### config.mk
export PLATFORM = sky130hd
export DESIGN_NAME = f3_stim_seq_flat
export DESIGN_NICKNAME = d
export VERILOG_FILES = /design/src/rtl/f3_stim_seq_if.sv /design/src/rtl/f3_stim_seq.sv /design/src/flat_wrapper.sv
export SDC_FILE = /design/constraint.sdc
export NUM_CORES = 1
export LEC_CHECK = 0
export CORE_ASPECT_RATIO = 0.75
export CORE_UTILIZATION = 30
export DETAILED_ROUTE_END_ITERATION = 16
export PLACE_DENSITY = 0.59
export SETUP_SLACK_MARGIN = 0.3
export SLEW_MARGIN = 20
export SYNTH_ARGS = -nofsm -noshare
export SYNTH_HDL_FRONTEND = slang
export SYNTH_SLANG_ARGS = --single-unit
### constraint.sdc
create_clock -name clk -period 1.45 [get_ports clk]
set_input_delay 0.29 -clock clk [delete_from_list [all_inputs] [get_ports clk]]
set_output_delay 0.29 -clock clk [all_outputs]
set_load 0.01 [all_outputs]
### src/rtl/f3_stim_seq_if.sv
// Handshake and stimulus bundle between f3_stim_seq and its user/function under test.
// master: the sequencer side; slave: the controller / function-under-test side.
interface f3_stim_seq_if;
    logic       start;
    logic       r_in;
    logic       x;
    logic       y;
    logic       busy;
    logic       done;
    logic       pass;
    logic [2:0] err_cnt;
    logic [1:0] fail_idx;

    modport master (
        input  start, r_in,
        output x, y, busy, done, pass, err_cnt, fail_idx
    );

    modport slave (
        output start, r_in,
        input  x, y, busy, done, pass, err_cnt, fail_idx
    );
endinterface

### src/rtl/f3_stim_seq.sv
// Clocked truth-table sweeper and checker for r = x & ~y.
// Optional macro F3_SEQ_STOP_ON_FAIL_EN: end the sweep at the first mismatch.
module f3_stim_seq #(
    parameter int HOLD = 1
) (
    input  logic          clk,
    input  logic          reset,
    f3_stim_seq_if.master bus
);

    localparam logic [3:0] HOLD_V = 4'(HOLD);

    typedef enum logic [1:0] {IDLE, DRIVE, DONE} state_t;

    state_t     state;
    logic [1:0] idx;
    logic [3:0] hcnt;
    logic       busy_r;
    logic       done_r;
    logic       pass_r;
    logic [2:0] err_r;
    logic [1:0] fidx_r;

    logic       exp_r;
    logic       mism;
    logic [2:0] err_next;
    logic       stop;

    always_comb begin
        exp_r    = idx[1] & ~idx[0];
        mism     = (bus.r_in != exp_r);
        err_next = err_r;
        if (mism && (err_r != 3'd4))
            err_next = err_r + 3'd1;
`ifdef F3_SEQ_STOP_ON_FAIL_EN
        stop = (idx == 2'd3) || mism;
`else
        stop = (idx == 2'd3);
`endif
    end

    always_ff @(posedge clk) begin
        if (reset) begin
            state  <= IDLE;
            idx    <= 2'd0;
            hcnt   <= 4'd0;
            busy_r <= 1'b0;
            done_r <= 1'b0;
            pass_r <= 1'b0;
            err_r  <= 3'd0;
            fidx_r <= 2'd0;
        end else begin
            done_r <= 1'b0;
            case (state)
                IDLE: begin
                    if (bus.start) begin
                        err_r  <= 3'd0;
                        fidx_r <= 2'd0;
                        pass_r <= 1'b0;
                        idx    <= 2'd0;
                        hcnt   <= 4'd0;
                        busy_r <= 1'b1;
                        state  <= DRIVE;
                    end
                end
                DRIVE: begin
                    if (hcnt != HOLD_V) begin
                        hcnt <= hcnt + 4'd1;
                    end else begin
                        err_r <= err_next;
                        // err_r == 0 means no earlier mismatch in this sweep
                        if (mism && (err_r == 3'd0))
                            fidx_r <= idx;
                        hcnt <= 4'd0;
                        if (stop) begin
                            // pass uses the count including this final compare
                            pass_r <= (err_next == 3'd0);
                            done_r <= 1'b1;
                            busy_r <= 1'b0;
                            idx    <= 2'd0;
                            state  <= DONE;
                        end else begin
                            idx <= idx + 2'd1;
                        end
                    end
                end
                DONE: begin
                    state <= IDLE;
                end
                default: begin
                    state <= IDLE;
                end
            endcase
        end
    end

    // x/y come straight from the index register, so they are glitch-free
    assign bus.x        = idx[1];
    assign bus.y        = idx[0];
    assign bus.busy     = busy_r;
    assign bus.done     = done_r;
    assign bus.pass     = pass_r;
    assign bus.err_cnt  = err_r;
    assign bus.fail_idx = fidx_r;

endmodule

### src/flat_wrapper.sv
// flat-port wrapper written by rule: the top's interface ports become plain ports
module f3_stim_seq_flat 
#(
    parameter int HOLD = 1
)
  (clk, reset, bus_start, bus_r_in, bus_x, bus_y, bus_busy, bus_done, bus_pass, bus_err_cnt, bus_fail_idx);
  f3_stim_seq_if bus_i ();
  input  logic clk;
  input  logic reset;
  input wire logic [$bits(bus_i.start)-1:0] bus_start;
  input wire logic [$bits(bus_i.r_in)-1:0] bus_r_in;
  output wire logic [$bits(bus_i.x)-1:0] bus_x;
  output wire logic [$bits(bus_i.y)-1:0] bus_y;
  output wire logic [$bits(bus_i.busy)-1:0] bus_busy;
  output wire logic [$bits(bus_i.done)-1:0] bus_done;
  output wire logic [$bits(bus_i.pass)-1:0] bus_pass;
  output wire logic [$bits(bus_i.err_cnt)-1:0] bus_err_cnt;
  output wire logic [$bits(bus_i.fail_idx)-1:0] bus_fail_idx;
  assign bus_i.start = bus_start;
  assign bus_i.r_in = bus_r_in;
  assign bus_x = bus_i.x;
  assign bus_y = bus_i.y;
  assign bus_busy = bus_i.busy;
  assign bus_done = bus_i.done;
  assign bus_pass = bus_i.pass;
  assign bus_err_cnt = bus_i.err_cnt;
  assign bus_fail_idx = bus_i.fail_idx;
  f3_stim_seq #(.HOLD(HOLD)) u_core (.clk(clk), .reset(reset), .bus(bus_i));
endmodule
# Word-level counts from Yosys, hierarchy flattened
# Cells that the tools add are included.
word_totals:
  regBits: 16
  inputBits: 4
  word_cells: 62
classes:
  add_sub_neg: 3
  eq_ne: 9
  muxes: 27
  bitwise_logic: 3
  reduce_logical: 12
op_table:
  columns: ["operator", "n"]
  rows:
  - ["2-bit 2-to-1 mux", 8]
  - ["2-bit case mux with 2 select lines", 3]
  - ["3-bit 2-to-1 mux", 3]
  - ["4-bit 2-to-1 mux", 2]
  - ["4-bit case mux with 2 select lines", 1]
  - ["4-bit AND reduction", 2]
  - ["1-bit 2-to-1 mux", 7]
  - ["3-bit zero test", 2]
  - ["3-bit case mux with 2 select lines", 1]
  - ["3-bit AND reduction", 2]
  - ["4-bit by 1-bit adder with 4-bit output, second input constant", 1]
  - ["2-bit by 1-bit != test with 1-bit output, second input constant", 2]
  - ["2-bit != test, second input constant", 2]
  - ["4-bit by 1-bit != test with 1-bit output, second input constant", 1]
  - ["1-bit case mux with 2 select lines", 2]
  - ["3-bit by 1-bit adder with 3-bit output, second input constant", 1]
  - ["3-bit != test, second input constant", 1]
  - ["3-bit OR reduction", 1]
  - ["2-bit by 1-bit adder with 2-bit output, second input constant", 1]
  - ["2-bit by 1-bit == test with 1-bit output, second input constant", 1]
  - ["2-bit == test, second input constant", 1]
  - ["1-bit logical AND", 2]
  - ["2-bit zero test", 1]
  - ["1-bit NOT", 2]
  - ["4 further kinds", 4]

# Depth between registers and ports, before layout
logic_depth:
  ltp_word: 9
  mapped_depth: 6
  ltp_nobuf: 6

# Worst setup path after synthesis
# OpenSTA, ideal clock, no wires.
synth_timing:
  path_type: "register -> register"
  from: "register u_core.idx[0]"
  to: "register u_core.err_r[1], in the netlist u_core.bus.err_cnt[1]"
  setup_time_ns: 0.117
  arrival_ns: 1.570
  required_time_ns: 1.333
  setup_slack_ns: -0.237
  stages_incl_launch_ff: 7
  path_cell_list: "dfxtp_1 inv_1 ha_1 xor2_1 a21boi_2 o22ai_2 a32o_2"
synth_via:
  elab_chain_cells: 7
synth_rtl:
  columns: ["item", "line_no", "source"]
  rows:
  - ["start: declaration", "f3_stim_seq.sv:16", "logic [1:0] idx;"]
  - ["start signal: assignment", "f3_stim_seq.sv:83", "idx <= idx + 2'd1;"]
  - ["1-bit NOT", "f3_stim_seq.sv:30", "exp_r = idx[1] & ~idx[0];"]
  - ["1-bit bitwise AND", "f3_stim_seq.sv:30", null]
  - ["1-bit != test", "f3_stim_seq.sv:31", "mism = (bus.r_in != exp_r);"]
  - ["1-bit logical AND", "f3_stim_seq.sv:33", "if (mism && (err_r != 3'd4))"]
  - ["3-bit 2-to-1 mux", "f3_stim_seq.sv:33", null]
  - ["3-bit 2-to-1 mux", "f3_stim_seq.sv:67", "if (hcnt != HOLD_V) begin"]
  - ["3-bit case mux with 2 select lines", "f3_stim_seq.sv:54", "case (state)"]
  - ["end signal: assignment", "f3_stim_seq.sv:70", "err_r <= err_next;"]
  - ["end: declaration", "f3_stim_seq.sv:21", "logic [2:0] err_r;"]
# No other way between the ends. The select of a mux whose other input is x is not followed.
# A chain may end at the register's enable or synchronous reset.

# Worst setup path in the final report
layout_timing:
  from: "register u_core.hcnt[1]"
  to: "register u_core.err_r[0], in the netlist u_core.bus.err_cnt[0]"
layout_via:
  elab_chain_cells: 3
layout_rtl:
  columns: ["item", "line_no", "source"]
  rows:
  - ["start: declaration", "f3_stim_seq.sv:17", "logic [3:0] hcnt;"]
  - ["start signal: assignment", "f3_stim_seq.sv:68", "hcnt <= hcnt + 4'd1;"]
  - ["4-bit by 1-bit != test with 1-bit output", "f3_stim_seq.sv:67", null]
  - ["2-bit != test (no line)", null, null]
  - ["3-bit AND reduction (no line)", null, null]
# No other way between the ends.

==> out/results.txt <==
Num CTS Buffers = 3
Die ar. = 3080 um^2
Worst hold slack = 480 ps
Initial core utilization = 32.2%
Yosys Warn Count = 0
Comb pwr share = 18.2%
Pre-CTS worst setup slack = -324 ps
Area delta synth->final = 59.0%
Site Rows = 16
Die Y = 48.3 um
Share of cells above drive strength 1 = 48.9%
CP endpoint kind = flip-flop
First-pass GRT wire length = 3730 um
TritonCTS clock tree = done
Crit Path Class = flip-flop to flip-flop
CTS clk-pin slew, worst paths = 60 ps
Leak = 0.604 nW
Hold Path Cell Cnt = 1
Sequential cell fraction of total power = 44.0%
Cells after synthesis = 90
NetSw = 247 uW
Seq/Total Area, Yosys = 37.3%
Total track usage = 15.6%
MaxCap Viol Count = 0
Worst slew pin tran = 288 ps
Status = finished, violations left
Core ar. = 2660 um^2
Largest net degree at the start of global routing = 10
ANT nets after route = 0
Tmin final = 1570 ps
Failing checks = negative setup slack
H-tree Lvls = 1
Clock power frac = 37.8%
Final WL = 2130 um
Worst-path cell chain = inv_2 > ha_4 > or3b_4 > or3_4 > o22ai_2 > a21o_1
Syn Area/Cell = 9.54 um^2
Net Sw Frac = 23.7%
GP Congestion = 0.844
Initial antenna violation count = 0
Number of port buffers = 13
Final Cycle Share = 108%
Vias in the first global route = 801
Ports = 14
DR pass1 iterations = 4
Internal = 795 uW
Post-route cell area = 1370 um^2
Required @ worst endpoint = 1640 ps
Final Hold Viols = 0
DP HPWL = 1610 um
Grt ovf = 0
Worst EP arrival = 1760 ps
Die width = 63.8 um
Vias after detailed routing = 808
Number of remaining DRC errors = 0
ANT cells = 0
R2R depth = 6
Clk_skew = 1.22 ps
Worst hold start = u_core.bus.busy
Hold WC Path Type = flip-flop to flip-flop
Placed cells = 160
Startpoint types = flip-flop
DP Area = 1230 um^2
RSZ-0062 raised after global routing = true
Fin util = 51.3%
Max-slew violations = 0
Worst-case clock buffer depth = 2
Syn_nets = 100
Worst setup margin = -122 ps
Pwr per Cell Area = 764 nW/um^2
Hold_buf cts = 0
Drt wl/cell = 12.6 um
Detailed-route vias per instance = 4.78
Nets = 144
CP Max Fanout = 3
Initial DRC count = 46
Distinct cells, synth = 42
Fmax = 0.636 GHz
Worst R2R Setup Slack = -120 ps
Hold Path End = u_core.bus.busy
CTS sink count = 16
Slew margin rel. = 80.7%
Seq cells post-synth = 16
Finished Layout Cells = 169
R2R Path End = u_core.bus.err_cnt[0]
Root Buffer = clkbuf_8
R2r startpoint = u_core.hcnt[1]
Synth Cell Area = 858 um^2
Worst-case vdd ir drop = 0.000527 V
Worst-skew pair later-pin latency = 250 ps
CP max-delay cell = or3b_4
Crit-path max cell delay = 400 ps
Final setup viols = 6
[layer usage]
layer	vias up	track usage (%)	wire, um
li1	421	-	-
met1	368	24.1	1140
met2	17	21.3	900
met3	2	4.25	75
met4	0	3.41	13
met5	-	0	0
[cell usage in the layout, fill, tap and decap left out, types with 3 or more instances in the layout]
cell type        count
buf_4               25
dfxtp_1              9
buf_6                7
nor2_1               6
dfxtp_2              5
a21oi_1              4
ha_1                 4
clkbuf_8             4
inv_1                3
nand2b_1             3
a31oi_1              3
nor3_1               3
clkdlybuf4s50_1      3
clkbuf_2             3
[sequential cells by signal, summed over array words and instances (netlist names)]
signal / count
u_core.bus.done: 1
u_core.bus.busy: 1
u_core.bus.fail_idx: 2
u_core.hcnt: 4
u_core.state: 2
u_core.bus.err_cnt: 3
u_core.bus.pass: 1
u_core.idx: 2
[worst max-delay path by stage]
stage | depth (start not counted) | slack [ps] | from | end
final | 6 | -120 | u_core.hcnt[1] | u_core.bus.err_cnt[0]
after global routing | 6 | -170 | u_core.hcnt[1] | u_core.bus.pass
after CTS | 6 | -110 | u_core.hcnt[1] | u_core.bus.err_cnt[0]
after detailed placement | 5 | -320 | bus_start | u_core.bus.busy
after global placement | 5 | -330 | bus_start | u_core.bus.busy
after floorplan | 6 | -60 | u_core.hcnt[1] | u_core.bus.err_cnt[1]
[critical path, delay by kind of cell (launching register included)]
family	cells	cell delay (ps)
AOI/OAI and AO/OA	2	260
adders and majority gates	1	110
buffers and inverters	1	60
DFF	1	320
and+or+nand+nor	2	750
[power groups by stage]
stage                     Sequential, mW  Combinational (mW)  Clock (mW)
final                              0.459               0.189       0.394
after global routing               0.460               0.209       0.429
after CTS                          0.459               0.181       0.405
after detailed placement           0.467               0.168           0
after global placement             0.467               0.166           0
after floorplan                    0.472              0.0811           0
[cell families after synthesis]
kind of cell / after synthesis / share of synthesized area [%]
XOR/XNOR: 3 / 3.06
AO/OA/AOI/OAI: 24 / 21.3
flip-flops: 16 / 37.3
buffers and inverters: 7 / 3.21
multiplexers: 2 / 2.33
adder cells (fa/ha/maj): 6 / 8.75
AND/OR/NAND/NOR: 32 / 24.1
[layout make-up]
class | count | area, um^2
clock buffer | 4 | 55.1
inverter | 5 | 18.8
multi-input combinational | 67 | 573
sequential | 16 | 334
timing repair buffer | 41 | 339
fill | 251 | 1300
tap | 36 | 45.0
[synthesized netlist by cell type, drive strengths merged]
cell type	n	area share [%]
dfxtp	16	37
ha	6	8.7
nor2	6	2.6
inv	5	2.2
nor3	5	4.2
a21oi	4	2.3
a31oi	3	2.2
a32o	3	3.6
nand2b	3	2.2
o21ai	3	1.7
a21o	2	1.9
and2	2	1.5
mux2i	2	2.3
nand2	2	0.87
nand3	2	1.2
nand4	2	1.5
nor2b	2	1.5
nor3b	2	2.3
o22ai	2	2.2
xor2	2	2.0
a211oi	1	0.87
a21boi	1	1.3
a311oi	1	1.0
a41oi	1	1.0
and3	1	0.73
and3b	1	1.0
buf	1	0.58
clkbuf	1	0.44
nand3b	1	0.87
nand4b	1	1.0
o21ba	1	1.2
o21bai	1	0.87
o2bb2ai	1	1.0
or3	1	1.3
or3b	1	1.3
xnor2	1	1.0
[metrics by stage]
step / TNS [ps] / total power [mW]
2_1_floorplan: -140 / 0.553
3_3_place_gp: -2700 / 0.633
3_5_place_dp: -2500 / 0.635
4_1_cts: -368 / 1.04
5_1_grt: -1120 / 1.10
6_report: -474 / 1.04
[what timing repair did]
item	CTS	global route
endpoints found under the setup margin	26	23
pin swaps	5	3
buffers inserted	3	2
gates resized for setup	36	13
(Power assumes the default switching activity.)
